### src/rtl/snake_pkg.sv
// Shared constants for the UART-side game status blocks: FSM encodings,
// message selects, ASCII codes and BCD digit payload.
package snake_pkg;

    localparam int unsigned INIT_DELAY_DEFAULT = 100_000;
    localparam int unsigned IDX_W              = 4;

    typedef enum logic [2:0] {
        S_INIT,
        S_IDLE,
        S_CONV,
        S_SEND,
        S_WAIT_HI,
        S_WAIT_LO,
        S_INCR
    } uart_state_e;

    typedef enum logic {
        MSG_SCORE,
        MSG_GO
    } msg_e;

    localparam logic [7:0] ASCII_CR   = 8'h0D;
    localparam logic [7:0] ASCII_LF   = 8'h0A;
    localparam logic [7:0] ASCII_ZERO = 8'h30;

    typedef struct packed {
        logic [3:0] d2;
        logic [3:0] d1;
        logic [3:0] d0;
    } bcd3_t;

    function automatic logic [7:0] digit_ascii(input logic [3:0] d);
        return ASCII_ZERO + {4'h0, d};
    endfunction

endpackage

### src/rtl/score_reporter_if.sv
// UART transmit handshake between a byte source (master) and the uart (slave).
interface score_reporter_if;
    logic       transmit;
    logic [7:0] tx_byte;
    logic       is_transmitting;

    modport master (output transmit, output tx_byte, input is_transmitting);
    modport slave  (input transmit, input tx_byte, output is_transmitting);
endinterface

### src/rtl/bin2bcd_seq.sv
// Sequential double-dabble: one bit per cycle, BIN_W cycles after start,
// three BCD digits held until the next start.
module bin2bcd_seq
    import snake_pkg::*;
#(
    parameter int unsigned BIN_W = 10
) (
    input  logic             clk,
    input  logic             reset,
    input  logic             start,
    input  logic [BIN_W-1:0] bin,
    output logic             done_c,
    output bcd3_t            digits
);

    localparam int unsigned       CNT_W = $clog2(BIN_W + 1);
    localparam logic [CNT_W-1:0] LAST  = CNT_W'(BIN_W - 1);

    logic             active_q, active_d;
    logic [CNT_W-1:0] cnt_q, cnt_d;
    logic [BIN_W-1:0] sr_q, sr_d;
    bcd3_t            bcd_q, bcd_d;
    bcd3_t            adj_c;

    function automatic logic [3:0] add3(input logic [3:0] n);
        return (n >= 4'd5) ? n + 4'd3 : n;
    endfunction

    // Add-3 correction on every digit, then shift the next binary bit in.
    always_comb begin
        active_d = active_q;
        cnt_d    = cnt_q;
        sr_d     = sr_q;
        bcd_d    = bcd_q;
        adj_c    = {add3(bcd_q.d2), add3(bcd_q.d1), add3(bcd_q.d0)};
        if (start) begin
            active_d = 1'b1;
            cnt_d    = '0;
            sr_d     = bin;
            bcd_d    = '0;
        end else if (active_q) begin
            bcd_d = {adj_c[10:0], sr_q[BIN_W-1]};
            sr_d  = {sr_q[BIN_W-2:0], 1'b0};
            cnt_d = cnt_q + CNT_W'(1);
            if (cnt_q == LAST) begin
                active_d = 1'b0;
            end
        end
    end

    always_ff @(posedge clk) begin
        if (reset) begin
            active_q <= 1'b0;
            cnt_q    <= '0;
            sr_q     <= '0;
            bcd_q    <= '0;
        end else begin
            active_q <= active_d;
            cnt_q    <= cnt_d;
            sr_q     <= sr_d;
            bcd_q    <= bcd_d;
        end
    end

    assign done_c = active_q && (cnt_q == LAST);
    assign digits = bcd_q;

endmodule

### src/rtl/score_reporter.sv
// Formats score and game-over events into ASCII lines and feeds them
// byte-by-byte into the shared uart transmit handshake.
module score_reporter
    import snake_pkg::*;
#(
    parameter int unsigned INIT_DELAY = INIT_DELAY_DEFAULT,
    parameter int unsigned SCORE_W    = 10,
    parameter int unsigned SCORE_MAX  = 999
) (
    input  logic               clk,
    input  logic               reset,
    input  logic               score_valid,
    input  logic [SCORE_W-1:0] score,
    input  logic               game_over,
    score_reporter_if.master   uart,
    output logic               busy
);

    localparam int unsigned         INIT_W      = (INIT_DELAY > 1) ? $clog2(INIT_DELAY) : 1;
    localparam logic [INIT_W-1:0]  INIT_LAST   = INIT_W'(INIT_DELAY - 1);
    localparam logic [SCORE_W-1:0] SCORE_CLAMP = SCORE_W'(SCORE_MAX);
    localparam logic [IDX_W-1:0]   LAST_SCORE  = IDX_W'(6);
    localparam logic [IDX_W-1:0]   LAST_GO     = IDX_W'(10);

    uart_state_e        state_q, state_d;
    logic [INIT_W-1:0]  init_cnt_q, init_cnt_d;
    logic               score_pend_q, score_pend_d;
    logic               go_pend_q, go_pend_d;
    logic [SCORE_W-1:0] score_lat_q, score_lat_d;
    msg_e               msg_q, msg_d;
    logic [IDX_W-1:0]   idx_q, idx_d;
    logic               transmit_q, transmit_d;
    logic [7:0]         tx_byte_q, tx_byte_d;
    logic               busy_q, busy_d;

    logic               score_clr_c, go_clr_c;
    logic               bcd_start_c, bcd_done_c;
    logic [SCORE_W-1:0] bcd_bin_c;
    logic [7:0]         rom_byte_c;
    bcd3_t              digits;

    assign bcd_bin_c = (score_lat_q > SCORE_CLAMP) ? SCORE_CLAMP : score_lat_q;

    bin2bcd_seq #(.BIN_W(SCORE_W)) u_bcd (
        .clk    (clk),
        .reset  (reset),
        .start  (bcd_start_c),
        .bin    (bcd_bin_c),
        .done_c (bcd_done_c),
        .digits (digits)
    );

    always_comb begin
        state_d     = state_q;
        init_cnt_d  = init_cnt_q;
        msg_d       = msg_q;
        idx_d       = idx_q;
        tx_byte_d   = tx_byte_q;
        score_clr_c = 1'b0;
        go_clr_c    = 1'b0;
        bcd_start_c = 1'b0;
        rom_byte_c  = 8'h00;

        unique case (state_q)
            S_INIT: begin
                if (init_cnt_q == INIT_LAST) state_d = S_IDLE;
                else                         init_cnt_d = init_cnt_q + INIT_W'(1);
            end
            S_IDLE: begin
                if (score_pend_q) begin
                    score_clr_c = 1'b1;
                    bcd_start_c = 1'b1;
                    state_d     = S_CONV;
                end else if (go_pend_q) begin
                    go_clr_c = 1'b1;
                    msg_d    = MSG_GO;
                    idx_d    = '0;
                    state_d  = S_SEND;
                end
            end
            S_CONV: begin
                if (bcd_done_c) begin
                    msg_d   = MSG_SCORE;
                    idx_d   = '0;
                    state_d = S_SEND;
                end
            end
            S_SEND:    state_d = S_WAIT_HI;
            S_WAIT_HI: if (uart.is_transmitting)  state_d = S_WAIT_LO;
            S_WAIT_LO: if (!uart.is_transmitting) state_d = S_INCR;
            S_INCR: begin
                if (idx_q == ((msg_q == MSG_SCORE) ? LAST_SCORE : LAST_GO)) begin
                    state_d = S_IDLE;
                end else begin
                    idx_d   = idx_q + IDX_W'(1);
                    state_d = S_SEND;
                end
            end
            default: state_d = S_INIT;
        endcase

        // Message ROM; digits are final long before idx reaches them.
        case ({msg_d, idx_d})
            {MSG_SCORE, 4'd0}:  rom_byte_c = 8'h53;
            {MSG_SCORE, 4'd1}:  rom_byte_c = 8'h3D;
            {MSG_SCORE, 4'd2}:  rom_byte_c = digit_ascii(digits.d2);
            {MSG_SCORE, 4'd3}:  rom_byte_c = digit_ascii(digits.d1);
            {MSG_SCORE, 4'd4}:  rom_byte_c = digit_ascii(digits.d0);
            {MSG_SCORE, 4'd5}:  rom_byte_c = ASCII_CR;
            {MSG_SCORE, 4'd6}:  rom_byte_c = ASCII_LF;
            {MSG_GO,    4'd0}:  rom_byte_c = 8'h47;
            {MSG_GO,    4'd1}:  rom_byte_c = 8'h41;
            {MSG_GO,    4'd2}:  rom_byte_c = 8'h4D;
            {MSG_GO,    4'd3}:  rom_byte_c = 8'h45;
            {MSG_GO,    4'd4}:  rom_byte_c = 8'h20;
            {MSG_GO,    4'd5}:  rom_byte_c = 8'h4F;
            {MSG_GO,    4'd6}:  rom_byte_c = 8'h56;
            {MSG_GO,    4'd7}:  rom_byte_c = 8'h45;
            {MSG_GO,    4'd8}:  rom_byte_c = 8'h52;
            {MSG_GO,    4'd9}:  rom_byte_c = ASCII_CR;
            {MSG_GO,    4'd10}: rom_byte_c = ASCII_LF;
            default:            rom_byte_c = 8'h00;
        endcase

        transmit_d = (state_d == S_SEND);
        if (transmit_d) tx_byte_d = rom_byte_c;
        busy_d = (state_d != S_IDLE);

        // A new event in the same cycle as its consumption wins over the clear.
        score_pend_d = score_valid | (score_pend_q & ~score_clr_c);
        go_pend_d    = game_over   | (go_pend_q    & ~go_clr_c);
        score_lat_d  = score_valid ? score : score_lat_q;
    end

    always_ff @(posedge clk) begin
        if (reset) begin
            state_q      <= S_INIT;
            init_cnt_q   <= '0;
            score_pend_q <= 1'b0;
            go_pend_q    <= 1'b0;
            score_lat_q  <= '0;
            msg_q        <= MSG_SCORE;
            idx_q        <= '0;
            transmit_q   <= 1'b0;
            tx_byte_q    <= 8'h00;
            busy_q       <= 1'b1;
        end else begin
            state_q      <= state_d;
            init_cnt_q   <= init_cnt_d;
            score_pend_q <= score_pend_d;
            go_pend_q    <= go_pend_d;
            score_lat_q  <= score_lat_d;
            msg_q        <= msg_d;
            idx_q        <= idx_d;
            transmit_q   <= transmit_d;
            tx_byte_q    <= tx_byte_d;
            busy_q       <= busy_d;
        end
    end

    assign uart.transmit = transmit_q;
    assign uart.tx_byte  = tx_byte_q;
    assign busy          = busy_q;

endmodule

### src/flat_wrapper.sv
// flat-port wrapper written by rule: the top's interface ports become plain ports
module score_reporter_flat import snake_pkg::*;
#(
    parameter int unsigned INIT_DELAY = INIT_DELAY_DEFAULT,
    parameter int unsigned SCORE_W    = 10,
    parameter int unsigned SCORE_MAX  = 999
)
  (clk, reset, score_valid, score, game_over, busy, uart_transmit, uart_tx_byte, uart_is_transmitting);
  score_reporter_if uart_i ();
  input  logic clk;
  input  logic reset;
  input  logic score_valid;
  input  logic [SCORE_W-1:0] score;
  input  logic game_over;
  output logic busy;
  output wire logic [$bits(uart_i.transmit)-1:0] uart_transmit;
  output wire logic [$bits(uart_i.tx_byte)-1:0] uart_tx_byte;
  input wire logic [$bits(uart_i.is_transmitting)-1:0] uart_is_transmitting;
  assign uart_transmit = uart_i.transmit;
  assign uart_tx_byte = uart_i.tx_byte;
  assign uart_i.is_transmitting = uart_is_transmitting;
  score_reporter #(.INIT_DELAY(INIT_DELAY), .SCORE_W(SCORE_W), .SCORE_MAX(SCORE_MAX)) u_core (.clk(clk), .reset(reset), .score_valid(score_valid), .score(score), .game_over(game_over), .uart(uart_i), .busy(busy));
endmodule
### config.mk
export PLATFORM = sky130hd
export DESIGN_NAME = score_reporter_flat
export DESIGN_NICKNAME = d
export VERILOG_FILES = /design/src/rtl/snake_pkg.sv /design/src/rtl/score_reporter_if.sv /design/src/rtl/bin2bcd_seq.sv /design/src/rtl/score_reporter.sv /design/src/flat_wrapper.sv
export SDC_FILE = /design/constraint.sdc
export NUM_CORES = 1
export LEC_CHECK = 0
export BUFFER_PORTS_ARGS = -buffer_cell sky130_fd_sc_hd__buf_2
export CORE_MARGIN = 3
export CORE_UTILIZATION = 25
export DETAILED_ROUTE_END_ITERATION = 7
export PLACE_DENSITY = 0.39
export SLEW_MARGIN = 10
export SYNTH_ARGS = -nofsm -noshare
export SYNTH_HDL_FRONTEND = slang
export SYNTH_SLANG_ARGS = --single-unit
### constraint.sdc
create_clock -name clk -period 2.87 [get_ports clk]
set_input_delay 0 -clock clk [delete_from_list [all_inputs] [get_ports clk]]
set_output_delay 0 -clock clk [all_outputs]
set_load 0.005 [all_outputs]
* Word-level counts from Yosys, hierarchy flattened
Index checks and enable logic that the tools add are counted.
** Cells by class
- Add/sub/neg operators :: 9
- $lt $le $gt $ge :: 4
- Eq/ne operators :: 28
- Muxes and demuxes :: 33
- Bitwise operators :: 7
- Reductions and logical operators :: 9
** Operators by type and width (number)
- one-hot mux 8 bit (15 select lines) :: 1
- == test 5 bit (second input constant) :: 11
- 2-to-1 mux 10 bit :: 3
- 2-to-1 mux 4 bit :: 7
- adder 6 x 4 -> 7 bit (first input constant) :: 3
- 2-to-1 mux 3 bit :: 7
- one-hot mux 3 bit (7 select lines) :: 1
- adder 17 x 1 -> 17 bit (second input constant) :: 1
- == test 17 bit (second input constant) :: 1
- == test 5 x 3 -> 1 bit (second input constant) :: 3
- greater-or-equal comparator 4 x 3 -> 1 bit (second input constant) :: 3
- one-hot mux 4 bit (3 select lines) :: 1
- 2-to-1 mux 1 bit :: 11
- == test 5 x 2 -> 1 bit (second input constant) :: 2
- > comparator 10 bit (second input constant) :: 1
- == test 3 x 2 -> 1 bit (second input constant) :: 3
- == test 3 bit (second input constant) :: 3
- adder 4 x 1 -> 4 bit (second input constant) :: 2
- adder 4 x 2 -> 4 bit (second input constant) :: 2
- OR reduction 2 bit :: 4
- == test 5 x 1 -> 1 bit (second input constant) :: 1
- zero test 5 bit :: 1
- == test 4 bit :: 1
- == test 4 bit (second input constant) :: 1
- 12 further kinds :: 16
** Storage, ports and cells
- Flip-flop bits (word level) :: 74
- Input bits :: 15
- Output and inout bits :: 10
- Logic and storage cells :: 106

* Longest topological paths before layout
- Word-level depth :: 7
- Gate-level depth with buffers :: 11
- Mapped depth without buffers :: 10

* Cells and area by module
A second synthesis with hierarchy kept.
** Unflattened totals
- Cells, all modules :: 471
- Area, all modules :: 3987.6 um^2
** By module, submodules not included
- score_reporter :: times used 1, cells an instance 304, area an instance 2508.7 um^2, seq. area each 920.9 um^2
- bin2bcd_seq :: times used 1, cells an instance 167, area an instance 1478.9 um^2, seq. area each 540.5 um^2

* Worst setup path before layout
No wires, ideal clock.
- Path type :: register to register
- From :: register u_core.idx_q[0]
- To :: register u_core.tx_byte_q[1] (netlist: u_core.uart.tx_byte[1])
- Arrival :: 2.288 ns
- Data required time :: 2.775 ns
- Setup slack :: 0.486 ns
- Stages on the path, launching flop included :: 12
- Cells stage by stage :: dfxtp_1 > inv_1 > ha_1 > and4bb_1 > o21a_4 > o31a_4 > a21o_1 > buf_6 > o21ai_2 > a32oi_2 > a211o_1 > o311ai_1
** On the way
- Longest elaborated chain between the ends :: 6
** Ends and longest elaborated chain
- start, declared :: line score_reporter.sv:31 : logic [IDX_W-1:0] idx_q, idx_d;
- start signal, assigned :: line score_reporter.sv:154 : idx_q <= idx_d;
- adder 4 x 1 -> 4 bit, or another cell as far along :: line score_reporter.sv:95 : idx_d = idx_q + IDX_W'(1);
- 2-to-1 mux 4 bit, on equally long branches :: line score_reporter.sv:92, score_reporter.sv:70
- one-hot mux 4 bit (3 select lines) :: line score_reporter.sv:64 : unique case (state_q)
- == test 5 x 3 -> 1 bit or == test 5 bit (tied branches) :: line score_reporter.sv:103 : case ({msg_d, idx_d})
- OR reduction 2 bit (no line)
- one-hot mux 8 bit (15 select lines) :: line score_reporter.sv:103
- end signal, assigned :: line score_reporter.sv:156 : tx_byte_q <= tx_byte_d;
- end, declared :: line score_reporter.sv:33 : logic [7:0] tx_byte_q, tx_byte_d;
Several ways; a longest one is shown, not always the timed one.
A chain may end at the register's enable or synchronous reset.

* Worst setup path after layout
Ends and elaborated chain as after synthesis.

==> impl_metrics.py <==
metrics = {
    "detailed_routing": {
        "drtAntennaViolNets": 0,
        "wl_per_cell_um": 13.2,
        "routed_wl_mm": 8.68,
        "drc": 0,
        "dr_wl_met2_mm": 3.95,
        "topRoutingLayerUsed": "met4",
        "wl_met1_mm": 4.31,
        "wl_met3_um": 284,
        "via_per_inst": 4.76,
        "drt_iter0_drc": 181,
        "vias": 3140,
        "dr.pass1.iters": 4,
    },
    "synthesis": {
        "synth_nets": 461,
        "yosysWarnings": 0,
        "synth_xor_area_share_pct": 4.59,
        "syn_area_mm2": 0.00381,
        "synth_top_area_cell": "dfxtp_1",
        "synth.most_common_cell": "nor2_1",
        "synthAdderAreaFrac_pct": 3.61,
        "synthTopCellsByArea": "dfxtp_1 (38%), nor2_1 (7.4%), mux2i_1 (6.0%)",
        "yosys.area.top_type_share_pct": 38.3,
        "synthTopCellsByCount": "nor2_1 (75), dfxtp_1 (73), nand2_1 (25)",
        "synth_top_flop_cell": "dfxtp_1",
        "synth-async-reset-ratio_pct": 0,
        "ys_seq_area_share_pct": 38.3,
        "netlist_instances": 435,
        "syn-mean-instance-area_um2": 8.77,
        "synth_cell_type_count": 73,
        "synth_mux_area_share_pct": 7.51,
        "synth_top_family_by_area": "simple AND/OR/NAND/NOR gates",
        "synth-compound-area-share_pct": 18.7,
        "synth_edf_count": 0,
        "synth_seq_cells": 73,
        "synthSimpleGateAreaFrac_pct": 22.4,
    },
    "timing": {
        "clock_skew_ns": 0.00828,
        "hold_slack_ns": 0.0793,
        "max_freq_mhz": 387,
        "slew_headroom_pct": 56.4,
        "rsz0062_at_grt": "false",
        "finalHoldViolCount": 0,
        "setup_violations": 0,
        "fin_tns_setup_ns": 0,
        "fin_crit_sh_pct": 90.0,
        "slew_violations": 0,
        "worst_pin_slew_ns": 0.653,
        "period_minus_slack_ns": 2.58,
    },
    "floorplan": {
        "num_rows": 44,
        "dieArea_mm2": 0.0168,
        "start_util_pct": 25.8,
        "core_area_mm2": 0.0148,
        "pin_count": 25,
        "dieHeight_um": 130,
        "die_w_um": 130,
    },
    "cells_and_area": {
        "multiInputGateArea_mm2": 0.00217,
        "design_area_mm2": 0.00456,
        "fillCellCount": 1545,
        "ff_latch_area_mm2": 0.00146,
        "nets": 497,
        "area_growth_pct": 19.5,
        "diodes": 0,
        "drive_gt1_share_pct": 17.6,
    },
    "run_status": {
        "outcome": "completed",
    },
    "critical_path": {
        "cp_data_arrival_time_ns": 2.84,
        "critPathKind": "reg2reg",
        "r2r_slack_ns": 0.29,
        "critPathMaxFanout": 9,
        "end_kind": "flop",
        "crit_slowest_cell": "dfxtp_1",
        "r2r_cells": 10,
        "r2r_start": "u_core.idx_q[0]",
        "r2r-end": "u_core.uart.tx_byte[1]",
        "critical_path.cell_chain": "inv_1 > ha_1 > and4bb_1 > o21a_4 > o31a_4 > a21o_1 > o21ai_2 > a32oi_2 > a211o_1 > o311ai_1",
        "worst_setup_path_start_kind": "flop",
        "cp.required_ns": 3.12,
        "max_stage_delay_ns": 0.40,
    },
    "placement": {
        "gp_congestion": 0.747,
        "dpl-instance-area_mm2": 0.00414,
        "hpwl_mm": 6.10,
        "numPortBuffers": 23,
    },
    "global_route": {
        "antenna_found_initial": 0,
        "grt_pass1_vias": 3041,
        "track_usage_pct": 11.3,
        "grt_max_degree": 34,
        "grt_pass1_wl_mm": 15.0,
        "grt_overflow": 0,
    },
    "power_and_ir_drop": {
        "total_power_uw": 2290,
        "p_leak_uw": 0.00171,
        "ir_worst_vdd_mv": 0.343,
        "power_density_mw_per_mm2": 503,
    },
    "worst_hold_path": {
        "hold_start": "reset",
        "min_to": "u_core.score_lat_q[2]",
        "worstHoldPathCells": 2,
        "hold_class": "in2reg",
    },
    "clock_tree": {
        "clkSinkCount": 73,
        "clockBufferDepth": 2,
        "cts_buffers": 9,
        "post_cts_buffers": 0,
        "clk_latency_ns": 0.35,
        "path_clk_slew_ns": 0.06,
        "cts_htree_levels": 3,
        "cts_root_buf": "clkbuf_16",
        "cts_tree": "yes",
    },
    "job": {
        "maxCapViolations": 0,
    },
}
==> through the flow <==
stage / util (%) / std cells / worst slack (ns)
floorplan: - / 435 / 0.486
global placement: 28.0 / 633 / 0.339
detailed placement: 28.0 / 633 / 0.314
CTS: 30.9 / 660 / 0.289
global route: 30.9 / 660 / 0.117
finish: 30.9 / 660 / 0.287
==> layer usage <==
metal,up-vias,GRT usage [%]
li1,1616,-
met1,1472,14.4
met2,42,17.7
met3,10,4.00
met4,0,4.03
met5,-,0
==> timing repair <==
| action | CTS | global route |
|---|---|---|
| endpoints found under the hold margin | 11 | 0 |
| resized for setup | 0 | 0 |
| hold buffers | 11 | 0 |
==> placed cells by master, fill, tap and decap left out, types with 2 or more instances in the layout <==
cell type / n
nor2_1: 75
dfxtp_1: 73
nand2_1: 25
mux2i_1: 23
buf_2: 23
a21oi_1: 21
nand3_1: 19
o21ai_0: 18
inv_1: 14
a211oi_1: 14
buf_4: 14
xnor2_1: 11
ha_1: 11
dlygate4sd3_1: 11
xor2_1: 9
clkbuf_16: 9
nor3_1: 8
nand4_1: 7
nand2b_1: 5
mux2_2: 5
or3_1: 5
a22oi_1: 3
nor4b_1: 3
o211ai_1: 3
inv_6: 3
nand3b_1: 2
o211ai_2: 2
a31oi_1: 2
nor2_2: 2
nand4_2: 2
o31ai_1: 2
and2_1: 2
o21ai_1: 2
a211o_1: 2
o311ai_1: 2
o21a_1: 2
and3_1: 2
==> worst max path at each step <==
| stage | startpoint | to | slack (ns) | cells after the start |
|---|---|---|---|---|
| 2_1_floorplan | u_core.idx_q[0] | u_core.uart.tx_byte[1] | 0.49 | 11 |
| 3_5_place_dp | u_core.idx_q[0] | u_core.uart.tx_byte[1] | 0.31 | 10 |
| 4_1_cts | u_core.idx_q[0] | u_core.uart.tx_byte[1] | 0.29 | 10 |
| 5_1_grt | u_core.idx_q[0] | u_core.uart.tx_byte[3] | 0.12 | 10 |
| 3_3_place_gp | u_core.idx_q[0] | u_core.uart.tx_byte[1] | 0.34 | 10 |
| 6_report | u_core.idx_q[0] | u_core.uart.tx_byte[1] | 0.29 | 10 |
==> state kept, by name, summed over array words and instances (netlist names) <==
| register | cells |
|---|---|
| u_core.busy | 1 |
| u_core.go_pend_q | 1 |
| u_core.idx_q | 4 |
| u_core.init_cnt_q | 17 |
| u_core.msg_q | 1 |
| u_core.score_lat_q | 10 |
| u_core.score_pend_q | 1 |
| u_core.state_q | 3 |
| u_core.u_bcd.active_q | 1 |
| u_core.u_bcd.cnt_q | 4 |
| u_core.u_bcd.digits | 12 |
| u_core.u_bcd.sr_q | 10 |
| u_core.uart.transmit | 1 |
| u_core.uart.tx_byte | 7 |
==> report_power, final <==
part / leakage (µW) / internal [µW] / switching (µW) / total [µW]
registers: 0.000591 / 1030 / 13.5 / 1040
clock network: 0.000150 / 707 / 477 / 1180
logic: 0.000967 / 32.1 / 35.1 / 67.2
total: 0.00171 / 1770 / 525 / 2290
==> kinds of logic after synthesis <==
logic type | count (synthesis)
AOI/OAI and AO/OA | 95
xor gates and xnor gates | 20
adders and majority gates | 11
buffers and inverters | 38
DFF | 73
muxes | 28
other | 1
and+or+nand+nor | 169
==> area by class of cell <==
type	instances	area share, %
clock buffers	10	5.24
clock inverters	6	1.59
flip-flops and latches	73	32.1
repair buffers	48	7.25
inverters	15	1.24
multi-input cells	324	47.6
well taps	184	5.05
==> worst max-delay path: cells and delay by family, from the launching register on <==
family                     cells  cell delay, ns
DFF                            1            0.40
adders and majority gates      1            0.21
AOI/OAI and AO/OA              7            1.57
buffers and inverters          1            0.08
and+or+nand+nor                1            0.23
Power figures use the tool's default switching activity.
